[src/rtl/eq_pkg.sv]
// eq_pkg: shared types and defaults for the ILA-vs-HLS equivalence sequencer.
//   state_t  : sequencer states
//   CNT_W    : width of every run counter and of the mm_index/out_cnt outputs
//   DEF_*    : default parameter values used by eq_stream_sched
//   sat_inc  : saturating increment for CNT_W counters
package eq_pkg;

  localparam int CNT_W           = 16;
  localparam int DEF_DATA_W      = 8;
  localparam int DEF_IN_CNT      = 64;
  localparam int DEF_OUT_CNT     = 64;
  localparam int DEF_FIFO_DEPTH  = 4;
  localparam int DEF_INIT_CYCLES = 2;
  localparam int DEF_MAX_CYCLES  = 4096;

  typedef enum logic [2:0] {
    IDLE    = 3'd0,
    INIT    = 3'd1,
    RUN     = 3'd2,
    DONE    = 3'd3,
    FAIL    = 3'd4,
    TIMEOUT = 3'd5
  } state_t;

  // Counters stick at all-ones instead of wrapping back to zero.
  function automatic logic [CNT_W-1:0] sat_inc(input logic [CNT_W-1:0] v);
    return (v == {CNT_W{1'b1}}) ? v : v + 1'b1;
  endfunction

endpackage

[src/rtl/eq_sync_fifo.sv]
// eq_sync_fifo: small synchronous FIFO buffering one design's output stream.
//   clk, rst   : clock, synchronous active-high reset (empties the FIFO)
//   clr        : synchronous flush, same effect as rst
//   push, din  : write request and data (ignored when full)
//   pop        : read request (ignored when empty)
//   dout       : head entry, valid whenever empty==0
//   full/empty : occupancy flags
// The head is read combinationally so the comparator can look at both
// heads and pop them in the same cycle without an extra read stage.
module eq_sync_fifo
  import eq_pkg::*;
#(
  parameter int DATA_W = DEF_DATA_W,
  parameter int DEPTH  = DEF_FIFO_DEPTH
) (
  input  logic              clk,
  input  logic              rst,
  input  logic              clr,
  input  logic              push,
  input  logic [DATA_W-1:0] din,
  input  logic              pop,
  output logic [DATA_W-1:0] dout,
  output logic              full,
  output logic              empty
);

  localparam int AW = (DEPTH > 2) ? $clog2(DEPTH) : 1;

  // Pointers carry one extra wrap bit so full and empty are distinguishable.
  logic [AW:0]       wr_ptr_reg;
  logic [AW:0]       rd_ptr_reg;
  logic [DATA_W-1:0] mem_reg [DEPTH];
  logic              push_ok;
  logic              pop_ok;

  assign empty   = (wr_ptr_reg == rd_ptr_reg);
  assign full    = (wr_ptr_reg[AW] != rd_ptr_reg[AW]) &&
                   (wr_ptr_reg[AW-1:0] == rd_ptr_reg[AW-1:0]);
  assign push_ok = push & ~full;
  assign pop_ok  = pop & ~empty;
  assign dout    = mem_reg[rd_ptr_reg[AW-1:0]];

  always_ff @(posedge clk) begin
    if (rst || clr) begin
      wr_ptr_reg <= '0;
      rd_ptr_reg <= '0;
    end else begin
      if (push_ok) wr_ptr_reg <= wr_ptr_reg + 1'b1;
      if (pop_ok)  rd_ptr_reg <= rd_ptr_reg + 1'b1;
    end
  end

  // Storage is not reset; the pointers alone define which entries are live.
  genvar gi;
  generate
    for (gi = 0; gi < DEPTH; gi++) begin : g_entry
      always_ff @(posedge clk) begin
        if (push_ok && (wr_ptr_reg[AW-1:0] == AW'(gi))) mem_reg[gi] <= din;
      end
    end
  endgenerate

endmodule

[src/rtl/eq_stream_sched.sv]
// eq_stream_sched: sequencer for ILA-vs-HLS equivalence runs.
//   Holds both designs in reset (dut_rst) for INIT_CYCLES after start, then
//   forks IN_CNT source tokens to both arg_1 inputs, buffers each design's
//   arg_0 output in its own FIFO and compares the two streams in order.
// Ports:
//   clk, rst                 clock, synchronous active-high reset
//   start                    begin a run (honoured in IDLE and terminal states)
//   src_*                    source stream (ready only when both sides took it)
//   ila_in_* / hls_in_*      forked source stream to each design
//   ila_out_* / hls_out_*    each design's output stream
//   dut_rst                  reset to both designs (IDLE and INIT)
//   ila_en, hls_en           per-side clock enables
//   done, mismatch, timeout  sticky run status
//   mm_index                 compare index of the first mismatch
//   out_cnt                  number of output pairs compared
module eq_stream_sched
  import eq_pkg::*;
#(
  parameter int DATA_W      = DEF_DATA_W,
  parameter int IN_CNT      = DEF_IN_CNT,
  parameter int OUT_CNT     = DEF_OUT_CNT,
  parameter int FIFO_DEPTH  = DEF_FIFO_DEPTH,
  parameter int INIT_CYCLES = DEF_INIT_CYCLES,
  parameter int MAX_CYCLES  = DEF_MAX_CYCLES
) (
  input  logic              clk,
  input  logic              rst,
  input  logic              start,
  input  logic [DATA_W-1:0] src_tdata,
  input  logic              src_tvalid,
  output logic              src_tready,
  output logic [DATA_W-1:0] ila_in_tdata,
  output logic              ila_in_tvalid,
  input  logic              ila_in_tready,
  output logic [DATA_W-1:0] hls_in_tdata,
  output logic              hls_in_tvalid,
  input  logic              hls_in_tready,
  input  logic [DATA_W-1:0] ila_out_tdata,
  input  logic              ila_out_tvalid,
  output logic              ila_out_tready,
  input  logic [DATA_W-1:0] hls_out_tdata,
  input  logic              hls_out_tvalid,
  output logic              hls_out_tready,
  output logic              dut_rst,
  output logic              ila_en,
  output logic              hls_en,
  output logic              done,
  output logic              mismatch,
  output logic              timeout,
  output logic [CNT_W-1:0]  mm_index,
  output logic [CNT_W-1:0]  out_cnt
);

  localparam logic [CNT_W-1:0] IN_LIM    = CNT_W'(IN_CNT);
  localparam logic [CNT_W-1:0] OUT_LIM   = CNT_W'(OUT_CNT);
  localparam logic [CNT_W-1:0] INIT_LAST = CNT_W'(INIT_CYCLES - 1);
  localparam logic [CNT_W-1:0] RUN_LAST  = CNT_W'(MAX_CYCLES - 1);

  state_t state_reg, state_next;

  logic [CNT_W-1:0] init_cnt_reg;
  logic [CNT_W-1:0] run_cnt_reg;
  logic [CNT_W-1:0] in_sent_reg;
  logic [CNT_W-1:0] out_cnt_reg;
  logic [CNT_W-1:0] mm_index_reg;
  logic             mismatch_reg;
  logic             done_reg;
  logic             timeout_reg;

  // Per-side signals, index 0 = ILA, index 1 = HLS.
  logic              in_tready_w     [2];
  logic              out_tvalid_w    [2];
  logic [DATA_W-1:0] out_tdata_w     [2];
  logic              side_in_tvalid  [2];
  logic              side_out_tready [2];
  logic              side_en         [2];
  logic              taken_reg       [2];
  logic [CNT_W-1:0]  recv_reg        [2];
  logic              fifo_push       [2];
  logic              fifo_full       [2];
  logic              fifo_empty      [2];
  logic [DATA_W-1:0] fifo_dout       [2];

  logic run;
  logic fork_active;
  logic src_hs;
  logic pop;
  logic clear_run;
  logic done_set;
  logic timeout_set;

  assign in_tready_w[0]  = ila_in_tready;
  assign in_tready_w[1]  = hls_in_tready;
  assign out_tvalid_w[0] = ila_out_tvalid;
  assign out_tvalid_w[1] = hls_out_tvalid;
  assign out_tdata_w[0]  = ila_out_tdata;
  assign out_tdata_w[1]  = hls_out_tdata;

  assign run         = (state_reg == RUN);
  assign fork_active = run && (in_sent_reg < IN_LIM);

  // A side that already took the current token no longer gates src_tready;
  // the source advances only once both sides hold their copy.
  assign src_tready = fork_active & src_tvalid &
                      (taken_reg[0] | in_tready_w[0]) &
                      (taken_reg[1] | in_tready_w[1]);
  assign src_hs     = src_tready;

  // Compare only when a full output pair is available.
  assign pop = run & ~fifo_empty[0] & ~fifo_empty[1];

  genvar gi;
  generate
    for (gi = 0; gi < 2; gi++) begin : g_side
      assign side_in_tvalid[gi]  = fork_active & src_tvalid & ~taken_reg[gi];
      assign side_out_tready[gi] = run & ~fifo_full[gi] & (recv_reg[gi] < OUT_LIM);
      assign fifo_push[gi]       = side_out_tready[gi] & out_tvalid_w[gi];
      assign side_en[gi]         = run & (recv_reg[gi] < OUT_LIM);

      always_ff @(posedge clk) begin
        if (rst || clear_run) begin
          taken_reg[gi] <= 1'b0;
          recv_reg[gi]  <= '0;
        end else begin
          if (src_hs) begin
            taken_reg[gi] <= 1'b0;
          end else if (side_in_tvalid[gi] && in_tready_w[gi]) begin
            taken_reg[gi] <= 1'b1;
          end
          if (fifo_push[gi]) recv_reg[gi] <= sat_inc(recv_reg[gi]);
        end
      end

      eq_sync_fifo #(
        .DATA_W (DATA_W),
        .DEPTH  (FIFO_DEPTH)
      ) u_fifo (
        .clk   (clk),
        .rst   (rst),
        .clr   (clear_run),
        .push  (fifo_push[gi]),
        .din   (out_tdata_w[gi]),
        .pop   (pop),
        .dout  (fifo_dout[gi]),
        .full  (fifo_full[gi]),
        .empty (fifo_empty[gi])
      );
    end
  endgenerate

  // Next-state logic. clear_run marks an accepted start: every counter,
  // flag and FIFO is wiped on the same edge that enters INIT.
  always_comb begin
    state_next  = state_reg;
    clear_run   = 1'b0;
    done_set    = 1'b0;
    timeout_set = 1'b0;
    case (state_reg)
      IDLE, DONE, FAIL, TIMEOUT: begin
        if (start) begin
          state_next = INIT;
          clear_run  = 1'b1;
        end
      end
      INIT: begin
        if (init_cnt_reg >= INIT_LAST) state_next = RUN;
      end
      RUN: begin
        if (mismatch_reg) begin
          state_next = FAIL;
        end else if ((out_cnt_reg == OUT_LIM) && fifo_empty[0] && fifo_empty[1]) begin
          state_next = DONE;
          done_set   = 1'b1;
        end else if (run_cnt_reg == RUN_LAST) begin
          state_next  = TIMEOUT;
          timeout_set = 1'b1;
        end
      end
      default: state_next = IDLE;
    endcase
  end

  always_ff @(posedge clk) begin
    if (rst) begin
      state_reg    <= IDLE;
      init_cnt_reg <= '0;
      run_cnt_reg  <= '0;
      in_sent_reg  <= '0;
      out_cnt_reg  <= '0;
      mm_index_reg <= '0;
      mismatch_reg <= 1'b0;
      done_reg     <= 1'b0;
      timeout_reg  <= 1'b0;
    end else begin
      state_reg <= state_next;
      if (clear_run) begin
        init_cnt_reg <= '0;
        run_cnt_reg  <= '0;
        in_sent_reg  <= '0;
        out_cnt_reg  <= '0;
        mm_index_reg <= '0;
        mismatch_reg <= 1'b0;
        done_reg     <= 1'b0;
        timeout_reg  <= 1'b0;
      end else begin
        if (state_reg == INIT) init_cnt_reg <= sat_inc(init_cnt_reg);
        if (run)               run_cnt_reg  <= sat_inc(run_cnt_reg);
        if (src_hs)            in_sent_reg  <= sat_inc(in_sent_reg);
        if (pop) begin
          out_cnt_reg <= sat_inc(out_cnt_reg);
          // Only the first differing pair is recorded.
          if ((fifo_dout[0] != fifo_dout[1]) && !mismatch_reg) begin
            mismatch_reg <= 1'b1;
            mm_index_reg <= out_cnt_reg;
          end
        end
        if (done_set)    done_reg    <= 1'b1;
        if (timeout_set) timeout_reg <= 1'b1;
      end
    end
  end

  assign ila_in_tdata   = src_tdata;
  assign hls_in_tdata   = src_tdata;
  assign ila_in_tvalid  = side_in_tvalid[0];
  assign hls_in_tvalid  = side_in_tvalid[1];
  assign ila_out_tready = side_out_tready[0];
  assign hls_out_tready = side_out_tready[1];
  assign ila_en         = side_en[0];
  assign hls_en         = side_en[1];
  assign dut_rst        = (state_reg == IDLE) || (state_reg == INIT);
  assign done           = done_reg;
  assign mismatch       = mismatch_reg;
  assign timeout        = timeout_reg;
  assign mm_index       = mm_index_reg;
  assign out_cnt        = out_cnt_reg;

endmodule

[config.mk]
export PLATFORM = sky130hd
export DESIGN_NAME = eq_stream_sched
export DESIGN_NICKNAME = d
export VERILOG_FILES = /design/src/rtl/eq_pkg.sv /design/src/rtl/eq_sync_fifo.sv /design/src/rtl/eq_stream_sched.sv
export SDC_FILE = /design/constraint.sdc
export NUM_CORES = 1
export LEC_CHECK = 0
export BUFFER_PORTS_ARGS = -buffer_cell sky130_fd_sc_hd__buf_2
export CORE_MARGIN = 4
export CORE_UTILIZATION = 53
export CTS_CLUSTER_SIZE = 30
export DETAILED_ROUTE_END_ITERATION = 8
export GPL_TIMING_DRIVEN = 1
export PLACE_DENSITY = 0.76
export SLEW_MARGIN = 5
export SYNTH_ARGS = -nofsm -noshare
export SYNTH_HDL_FRONTEND = slang
export SYNTH_HIERARCHICAL = 1
export SYNTH_SLANG_ARGS = --single-unit
export TNS_END_PERCENT = 100
[constraint.sdc]
create_clock -name clk -period 2.72 [get_ports clk]
set_input_delay 0.408 -clock clk [delete_from_list [all_inputs] [get_ports clk]]
set_output_delay 0.408 -clock clk [all_outputs]
set_load 0.01 [all_outputs]
==> results of run 1 <==
[power by group]
group,switching (mW),internal [mW],leakage [nW]
registers,0.0778,3.30,1.75
logic,0.482,0.247,1.67
clock network,1.19,1.22,0.278
[path summary, 6_finish.rpt]
kind / start / to / slack, ns
worst max-delay path: state_reg[1] / src_tready / 0.25
worst min-delay path: ila_out_tdata[5] / g_side[0].u_fifo/mem_reg[0][5] / 0.20
worst max register to register: g_side[1].u_fifo/wr_ptr_reg[0] / state_reg[0] / 0.25
worst min register to register: mm_index[7] / mm_index[7] / 0.45
[cells by family (layout without fill, tap and decap cells)]
group / count (synthesis) / after routing
flops: 200 / 200
mux: 23 / 23
fa+ha+maj: 19 / 19
other cells: 1 / 18
compound gates: 102 / 103
xor+xnor: 70 / 70
buf+inv: 65 / 151
simple gates: 332 / 332
[critical path: stages (launching register included)]
cell     delay, ns
dfxtp_1       0.43
nor3b_2       0.36
buf_4         0.21
nand4_1       0.08
buf_4         0.19
nor2_4        0.19
buf_2         0.17
[through the flow]
stage,setup WS [ns],utilization (%),instance area (um2)
3_5_place_dp,0.04176,58.48,9733
3_3_place_gp,0.1518,58.48,9733
5_1_grt,0.02007,62.18,10350
4_1_cts,0.01087,61.88,10300
2_1_floorplan,0.1493,-,9128
6_report,0.2486,62.18,10350
[cell usage after synthesis, types with 19 or more instances]
cell type / n
dfxtp_1: 102
edfxtp_1: 98
nor2_1: 76
nand2_1: 57
nand3_1: 50
xnor2_1: 43
xor2_1: 27
o21ai_0: 26
and3_1: 20
inv_1: 20
ha_1: 19
nand4_1: 19
nor4_1: 19
[area by class of cell]
| cell class | instances | area [um2] |
|---|---|---|
| Fill cell | 1288 | 6295 |
| Sequential cell | 200 | 4985 |
| Multi-Input combinational cell | 565 | 3845 |
| Timing Repair Buffer | 99 | 603.1 |
| Clock buffer | 18 | 429.2 |
| Tap cell | 220 | 275.3 |
| Clock inverter | 14 | 131.4 |
| Inverter | 20 | 78.83 |
[layer usage]
layer	share of wire, %	routed length (um)
met1	47	8244
met2	48	8332
met3	4.2	735
met4	1.2	202
met5	0	0
[repair_timing]
action | CTS | global route
pin swaps | 0 | 1
cloned | 0 | 1
setup endpoints to repair | 1 | 22
setup buffers | 0 | 2
gates resized for setup | 1 | 4
==> out/metrics.cfg, run 1 <==
[run_status]
status=finished, final reports clean

[clocking]
cts_tree=built
clkTransAtPathRegs_ns=0.07
clkLatencyLatePin_ns=0.43
postCtsHoldBufs=0
cts_made_buffers=17
htree_levels=4
cts.path.max_buffers=2
cts_sinks=200
clockRootBuffer=clkbuf_16

[critical_path]
crit_path_start_kind=register
critical_path_peak_fanout=7
end_kind=primary output
crit_required_ns=2.31
crit_arrival_ns=2.06
r2r_cells=8
setup.worst_path.class=reg -> out

[synthesis]
yosys_warnings=6
synthTopCellsByArea=edfxtp_1 32%, dfxtp_1 23%, xnor2_1 4.2%
synth_top_cell_by_area=edfxtp_1
synth_xor_area_share_pct=6.764
synth_top_area_share_pct=32.47
synth-seq-area-share_pct=55.00
ys_seq_elements=200
avgSynthCellArea_um2=11.16
synthSimpleGateAreaFrac_pct=19.55
synth_cell_types=57
synth_compound_area_share_pct=7.482
synth-edff-count=98
yosys_most_used_dff=dfxtp_1
synth_top_family_by_area=simple AND/OR/NAND/NOR gates
synthArstFlopShare_pct=0
syn_area_um2=9064
synth_adder_area_share_pct=2.623
muxShareOfSynthArea_pct=4.749
synthCells=812

[global_route]
antenna_found_initial=0
grt_max_degree=58
use_met1_pct=25.48
grtUsageMet3_pct=3.517
overflow=0
use_met2_pct=28.74
grt_pass1_wl_um=29220
grt_usage_pct=18.17
grt_pass1_vias=5972
busiest_layer=met2

[floorplanning]
chipHeight_um=138.8
rows=47
ios=91
core-area_um2=16640
die_x_um=138.8
die_area_um2=19260
start_util_pct=54.46

[drt]
avgViaCountPerCell=5.473
drtIter0Drc=364
detail_route.first_pass.iterations=4
ant_nets=0
wl_per_cell_um=15.42
num_vias=6217
wirelength_um=17510
drc=0

[pwr]
p_total_mw=6.513
p_leak_nw=3.700
ir_drop_mv=0.4522
power.density_nw_per_um2=629.4

[min_path]
hold_path.class=in -> reg
min_path_cells=1

[sta]
worstMarginPinSlew_ns=0.7012
tns_ns=0
hold_ws_ns=0.1959
grt_setup_unrepaired=false
slew_viol_final=0
finalSetupViolCount=0
max_clock_freq_mhz=404.6
period_needed_ns=2.471
skew_ns=0.01047
slew_headroom_pct=53.25
finalHoldViolations=0
min_period_over_period_pct=90.86

[place]
numPortBuffers=66
place_congestion=0.8042
place_inst=1101
dpl.hpwl_um=12010

[layout]
nNetsFinal=954
syn_to_final_growth_pct=14.16
layout_common_cells=102 x dfxtp_1, 98 x edfxtp_1, 76 x nor2_1
antenna_cells=0
fin_cells=1136
largest_reg_flops=64
layout_commonest_cell=dfxtp_1
drive_gt1_share_pct=18.01

[run]
max-cap-violations=0

(Power assumes the default switching activity.)
==> inputs of run 2 (changes only) <==
--- a/config.mk
+++ b/config.mk
@@ -6,12 +6,14 @@
 export NUM_CORES = 1
 export LEC_CHECK = 0
 export BUFFER_PORTS_ARGS = -buffer_cell sky130_fd_sc_hd__buf_2
+export CELL_PAD_IN_SITES_DETAIL_PLACEMENT = 1
+export CELL_PAD_IN_SITES_GLOBAL_PLACEMENT = 1
 export CORE_MARGIN = 4
-export CORE_UTILIZATION = 53
+export CORE_UTILIZATION = 43
 export CTS_CLUSTER_SIZE = 30
 export DETAILED_ROUTE_END_ITERATION = 8
 export GPL_TIMING_DRIVEN = 1
-export PLACE_DENSITY = 0.76
+export PLACE_DENSITY_LB_ADDON = 0.1
 export SLEW_MARGIN = 5
 export SYNTH_ARGS = -nofsm -noshare
 export SYNTH_HDL_FRONTEND = slang
==> run 2 against run 1 <==
Net effect:
- clock power rose by 2%
- sequential share of layout area shrank 0.45 points
- combinational power grew 3.6%
- sequential power about the same
- via count grew 3.5%
- die area up 22%
- highest routed layer unchanged
==> out/metrics.cfg, run 2 (synthesis gave the netlist of run 1 again) <==
[pwr]
clock_power_share_pct=37.2  ; +0.2 points
p_total_mw=6.583  ; +1.1%
ir_drop_mv=0.3826  ; -15%
power_frac_seq_pct=51.3  ; -0.5 points
power.density_nw_per_um2=630.1  ; +0.10%
switching_share_pct=27.58  ; +0.72 points
internal_power_mw=4.767  ; about the same
p_leak_nw=3.701  ; about the same
switchingPower_mw=1.815  ; +3.8%
combPwrFrac_pct=11.5  ; +0.3 points

[floorplanning]
start_util_pct=44.22  ; -10 points
die_area_um2=23470  ; +22%
chipHeight_um=153.2  ; +10%
rows=52  ; +11%
die_x_um=153.2  ; +10%
core-area_um2=20490  ; +23%
ios=91  ; unchanged

[clocking]
clockRootBuffer=clkbuf_16
clkLatencyLatePin_ns=0.44  ; about the same
cts.path.max_buffers=2  ; unchanged
cts_sinks=200  ; unchanged
postCtsHoldBufs=0  ; unchanged
cts_tree=built
clkTransAtPathRegs_ns=0.08  ; about the same
htree_levels=4  ; unchanged
cts_made_buffers=17  ; unchanged

[sta]
slew_viol_final=0  ; unchanged
max_clock_freq_mhz=395.8  ; -2.2%
slew_headroom_pct=56.93  ; +3.7 points
tns_ns=0  ; unchanged
worst_slack_ns=0.1935  ; -0.05512 ns
period_needed_ns=2.526  ; +0.05512 ns
min_period_over_period_pct=92.89  ; +2.0 points
skew_ns=0.01188  ; +0.001406 ns
worstMarginPinSlew_ns=0.6440  ; -0.05716 ns
grt_setup_unrepaired=false
finalSetupViolCount=0  ; unchanged
finalHoldViolations=0  ; unchanged

[global_route]
grt_pass1_vias=6860  ; +15%
antenna_found_initial=0  ; unchanged
overflow=0  ; unchanged
grt_max_degree=58  ; unchanged
grt_usage_pct=18.02  ; -0.15 points
grt_pass1_wl_um=34510  ; +18%

[place]
place_ws_ns=-0.06152  ; -0.1033 ns
numPortBuffers=66  ; unchanged
dpl_cell_area_um2=9796  ; +0.64%
place_inst=1151  ; +4.5%
dpl.hpwl_um=15000  ; +25%
place_congestion=0.7882  ; -2.0%

[critical_path]
crit_arrival_ns=2.12  ; +0.06 ns
r2r_cells=8  ; unchanged
slowest_stage=dfxtp_1
cp-startpoint=state_reg[1]
setup.worst_path.class=reg -> out
crit_family=simple AND/OR/NAND/NOR gates
r2r-end=out_cnt[15]
worstPathCellList=nor3b_2 > buf_4 > nand4_1 > nor2_2 > buf_2
slowest_delay_ns=0.44  ; about the same
r2r_slack_ns=0.20  ; -0.05 ns
reg2reg_from=g_side[0].u_fifo/wr_ptr_reg[0]
crit_required_ns=2.31  ; about the same
worst-path-buf-inv=2  ; -1
critical_path_peak_fanout=7  ; unchanged
end_kind=primary output
crit_path_start_kind=register

[layout]
syn_to_final_growth_pct=15.27
antenna_cells=0  ; unchanged
fin_cells=1187  ; +4.5%
largest_reg_flops=64  ; unchanged
layout_common_cells=101 x dfxtp_1, 98 x edfxtp_1, 76 x nor2_1
layout_commonest_cell=dfxtp_1
nNetsFinal=955  ; +0.10%
design_area_um2=10450  ; +0.97%
drive_gt1_share_pct=18.54  ; +0.53 points

[min_path]
min_path_cells=1  ; unchanged
worstHoldStart=ila_out_tdata[6]
hold_path.class=in -> reg
whs_endpoint=g_side[0].u_fifo/mem_reg[3][6]

[run_status]
status=finished, final reports clean

[drt]
met1_length_um=9453  ; +15%
ant_nets=0  ; unchanged
avgViaCountPerCell=5.422  ; -0.93%
wl_met2_um=10630  ; +28%
routed.top_layer=met4
wl_per_cell_um=17.67  ; +15%
drc=0  ; unchanged
wl_met3_um=621  ; -16%
detail_route.first_pass.iterations=5  ; +1
wirelength_um=20970  ; +20%
num_vias=6436  ; +3.5%
drtIter0Drc=260  ; -29%

[run]
max-cap-violations=0  ; unchanged

run 2: changes by cell type in the layout (fill, tap and decap cells not counted), sizes merged:
cell / change
inv: -1
clkbuf: -1
clkinvlp: +3
run 2: final cells by class:
| class | instances | area (um2) |
|---|---|---|
| Fill cell | 2213 | 10050 |
| Sequential cell | 200 | 4986 |
| Multi-Input combinational cell | 565 | 3860 |
| Timing Repair Buffer | 99 | 603.1 |
| Clock buffer | 17 | 425.4 |
| Tap cell | 270 | 337.8 |
| Clock inverter | 15 | 151.4 |
| Inverter | 20 | 78.83 |
| Timing Repair inverter | 1 | 5.005 |
run 2: worst max path at each step:
stage | end | slack, ns | cells after the start
detailed placement | mm_index[15] | -0.06 | 7
CTS | mm_index[6] | -0.01 | 7
global route | out_cnt[15] | 0.001 | 8
global placement | mm_index[15] | 0.17 | 7
floorplan | g_side[1].u_fifo/mem_reg[3][0] | 0.15 | 5
finish | src_tready | 0.19 | 5
run 2: worst register-to-register path: cells and delay by family (launching register included):
kind,cells,cell delay (ns)
simple gates,5,1.41
flops,1,0.51
buf+inv,1,0.21
mux,1,0.19
xor+xnor,1,0.13
run 2: metrics by stage:
step / hold slack (ns) / utilization, %
floorplan: 0.4302 / -
global placement: 0.4357 / 47.80
detailed placement: 0.4515 / 47.80
CTS: 0.1612 / 50.67
global route: 0.1597 / 50.98
finish: 0.1809 / 50.98
run 2: what timing repair did:
item / 4_1_cts / 5_1_grt
endpoints found under the hold margin: 0 / 0
resized for setup: 3 / 6
gates cloned: 0 / 2
setup endpoints to repair: 6 / 26
pin swaps: 0 / 3
buffers inserted: 0 / 2
run 2: power by group through the flow:
stage,clock network (mW),logic (mW),registers (mW)
after floorplan,0,0.515,3.42
after global placement,0,0.725,3.44
after detailed placement,0,0.761,3.45
after CTS,2.54,0.768,3.38
after global routing,2.67,0.851,3.39
final,2.45,0.755,3.38
run 2: layer usage:
metal	global-route usage [%]	up-vias
met5	0	-
met2	30.78	85
met4	4.752	0
met3	3.958	31
li1	-	3141
met1	23.30	3179
==> inputs of run 3 (changes only) <==
--- a/config.mk
+++ b/config.mk
@@ -9,7 +9,7 @@
 export CELL_PAD_IN_SITES_DETAIL_PLACEMENT = 1
 export CELL_PAD_IN_SITES_GLOBAL_PLACEMENT = 1
 export CORE_MARGIN = 4
-export CORE_UTILIZATION = 43
+export CORE_UTILIZATION = 35
 export CTS_CLUSTER_SIZE = 30
 export DETAILED_ROUTE_END_ITERATION = 8
 export GPL_TIMING_DRIVEN = 1
@@ -17,6 +17,5 @@
 export SLEW_MARGIN = 5
 export SYNTH_ARGS = -nofsm -noshare
 export SYNTH_HDL_FRONTEND = slang
-export SYNTH_HIERARCHICAL = 1
 export SYNTH_SLANG_ARGS = --single-unit
 export TNS_END_PERCENT = 100
==> run 3 against run 2 <==
Net effect:
- synthesized area is 6.0% lower
- sequential power hardly changed
- cell area is 5.9% lower
- synthesized cell count is 12% lower
- setup slack better by 0.044 ns
- die area is 15% higher
- highest routed layer unchanged
==> out/metrics.cfg, run 3 <==
[layout]
antenna_cells=0  ; unchanged
layout_common_cells=102 x dfxtp_1, 101 x nor2_1, 98 x edfxtp_1
nNetsFinal=846  ; -11%
largest_reg_flops=64  ; unchanged
syn_to_final_growth_pct=15.45
finalCoreUtilization_pct=41.52  ; -9.5 points
layout_commonest_cell=dfxtp_1
drive_gt1_share_pct=17.70  ; -0.84 points
fin_cells=1127  ; -5.1%

[pwr]
p_leak_nw=3.556  ; -3.9%
ir_drop_mv=0.3690  ; -3.6%
power.density_nw_per_um2=670.3  ; +6.4%

[drt]
ant_nets=0  ; unchanged
wirelength_um=18180  ; -13%
wl_per_cell_um=16.13  ; -8.7%
num_vias=5462  ; -15%
drtIter0Drc=206  ; -21%
avgViaCountPerCell=4.846  ; -11%
detail_route.first_pass.iterations=4  ; -1
routed.top_layer=met4
wl_met3_um=655  ; +5.5%
drc=0  ; unchanged
wl_met2_um=8832  ; -17%
met1_length_um=8445  ; -11%

[synthesis]
synthTopCellsByArea=edfxtp_1 35%, dfxtp_1 24%, xor2_1 4.7%
muxShareOfSynthArea_pct=5.201  ; +0.45 points
synth_top_area_share_pct=34.55  ; +2.1 points
synth-seq-area-share_pct=58.53  ; +3.5 points
synth_top_family_by_area=simple AND/OR/NAND/NOR gates
yosys_warnings=0  ; -6
syn_area_um2=8517  ; -6.0%
synthCells=713  ; -12%
avgSynthCellArea_um2=11.95  ; +7.0%
synth_xor_area_share_pct=8.330  ; +1.6 points
yosys_most_used_dff=dfxtp_1
synth_compound_area_share_pct=4.334  ; -3.1 points
yosysMostFrequentCell=dfxtp_1
synth-edff-count=98  ; unchanged
synth_top_cell_by_area=edfxtp_1
synth_cell_types=56  ; -1.8%
synth_adder_area_share_pct=2.791  ; +0.17 points
synthSimpleGateAreaFrac_pct=17.17  ; -2.4 points
synthArstFlopShare_pct=0  ; unchanged
synth_common_cells=102 x dfxtp_1, 101 x nor2_1, 98 x edfxtp_1
ys_seq_elements=200  ; unchanged

[critical_path]
reg2reg_from=state_reg[1]
worstPathCellList=nor3b_4 > buf_4 > nand4_1 > nor3b_2 > and2_1
end_kind=register
crit_family=simple AND/OR/NAND/NOR gates
crit_required_ns=2.80  ; +0.49 ns
setup.worst_path.class=reg -> reg
r2r_cells=5  ; -3
critical_path_peak_fanout=9  ; +2
r2r-end=g_side[0].u_fifo.mem_reg[3][1]
slowest_delay_ns=0.52  ; +0.08 ns
worst-path-buf-inv=1  ; -1
crit_arrival_ns=2.56  ; +0.44 ns
r2r_slack_ns=0.24  ; +0.04 ns
crit_path_start_kind=register
slowest_stage=and2_1

[sta]
slew_headroom_pct=48.09  ; -8.8 points
tns_ns=0  ; unchanged
finalSetupViolCount=0  ; unchanged
period_needed_ns=2.483  ; -0.04364 ns
min_period_over_period_pct=91.28  ; -1.6 points
worstMarginPinSlew_ns=0.7739  ; +0.1299 ns
max_clock_freq_mhz=402.8  ; +1.8%
grt_setup_unrepaired=false
finalHoldViolations=0  ; unchanged
slew_viol_final=0  ; unchanged
hold_ws_ns=0.1941  ; +0.01319 ns
skew_ns=0.01385  ; +0.001977 ns
worst_slack_ns=0.2371  ; +0.04364 ns

[min_path]
min_path_cells=1  ; unchanged
whs_endpoint=g_side[0].u_fifo.mem_reg[2][2]
hold_path.class=in -> reg
worstHoldStart=ila_out_tdata[2]

[clocking]
htree_levels=4  ; unchanged
cts_tree=built
cts_made_buffers=17  ; unchanged
clkLatencyLatePin_ns=0.43  ; about the same
clkTransAtPathRegs_ns=0.08  ; about the same
clockRootBuffer=clkbuf_16
cts_sinks=200  ; unchanged
cts.path.max_buffers=2  ; unchanged
postCtsHoldBufs=0  ; unchanged

[floorplanning]
die_area_um2=26890  ; +15%
start_util_pct=35.96  ; -8.3 points
chipHeight_um=164.0  ; +7.1%
ios=91  ; unchanged
core-area_um2=23680  ; +16%
die_x_um=164.0  ; +7.1%
rows=56  ; +7.7%

[place]
dpl.hpwl_um=13240  ; -12%
place_inst=1093  ; -5.0%
place_ws_ns=0.1651  ; +0.2266 ns
place_congestion=0.7591  ; -3.7%
numPortBuffers=66  ; unchanged

[global_route]
grt_pass1_wl_um=30620  ; -11%
antenna_found_initial=0  ; unchanged
grt_max_degree=40  ; -31%
grt_pass1_vias=5922  ; -14%
grt_usage_pct=14.38  ; -3.6 points
overflow=0  ; unchanged

[run_status]
status=finished, final reports clean

[run]
max-cap-violations=0  ; unchanged

## run 3: cell types whose count changed after synthesis, moves of 8 or more
cell      change
a31oi_1      -10
nand2_1      -11
nor4b_1       -9
nand2b_1     -11
nand3_1       -9
xnor2_1       -8
o211ai_1     -13
nor2_1       +25
xor2_1       +19
a21oi_1       -8
## run 3: per-stage QoR
stage               area [um2]  power, mW
floorplan                 8581      3.896
global placement          9198      4.071
detailed placement        9198      4.103
CTS                       9818      6.699
global route              9833      6.928
finish                    9833      6.592
## run 3: worst reg2reg max path, cell delays in order, from the launching register on
cell and delay [ns]:
dfxtp_1 0.49, nor3b_4 0.29, buf_4 0.18, nand4_1 0.17, nor3b_2 0.49, and2_1 0.52
## run 3: layer usage
| layer | track usage [%] | up-vias |
|---|---|---|
| met5 | 0 | - |
| met4 | 4.804 | 0 |
| met3 | 3.011 | 21 |
| met2 | 23.79 | 82 |
| met1 | 18.88 | 2672 |
| li1 | - | 2687 |
## run 3: worst max path at each step
stage / cells past startpoint / slack, ns / to / from
floorplan: 4 / 0.57 / recv_reg[0][0] / state_reg[1]
global placement: 7 / 0.31 / mm_index[0] / register
detailed placement: 4 / 0.17 / g_side[0].u_fifo.mem_reg[3][0] / state_reg[1]
CTS: 4 / 0.01 / src_tready / state_reg[1]
global route: 7 / 0.02 / g_side[0].u_fifo.wr_ptr_reg[2] / state_reg[1]
finish: 5 / 0.24 / g_side[0].u_fifo.mem_reg[3][1] / state_reg[1]
## run 3: area by class of cell
type,count,area (um2)
flip-flops and latches,200,4985
fillers,2590,13850
clock inverters,15,195.2
inverters,16,60.06
clock buffers,17,425.4
multi-input cells,477,3298
well taps,319,399.1
repair buffers,83,470.5
## run 3: where the power goes
| part | switching [mW] | internal [mW] | total, mW |
|---|---|---|---|
| logic | 0.411 | 0.236 | 0.648 |
| registers | 0.0919 | 3.30 | 3.39 |
| clock network | 1.23 | 1.33 | 2.56 |
## run 3: kinds of logic (layout without fill, tap and decap cells)
kind of cell	count (synthesis)	count (layout)
and+or+nand+nor	288	288
DFF	200	200
xor gates and xnor gates	81	81
buffers and inverters	53	131
AOI/OAI and AO/OA	49	49
muxes	22	22
adders and majority gates	19	19
other	1	18
## run 3: repair_timing
action | CTS | global route
setup buffers | 0 | 2
gates resized for setup | 0 | 0
endpoints found under the setup margin | 0 | 10
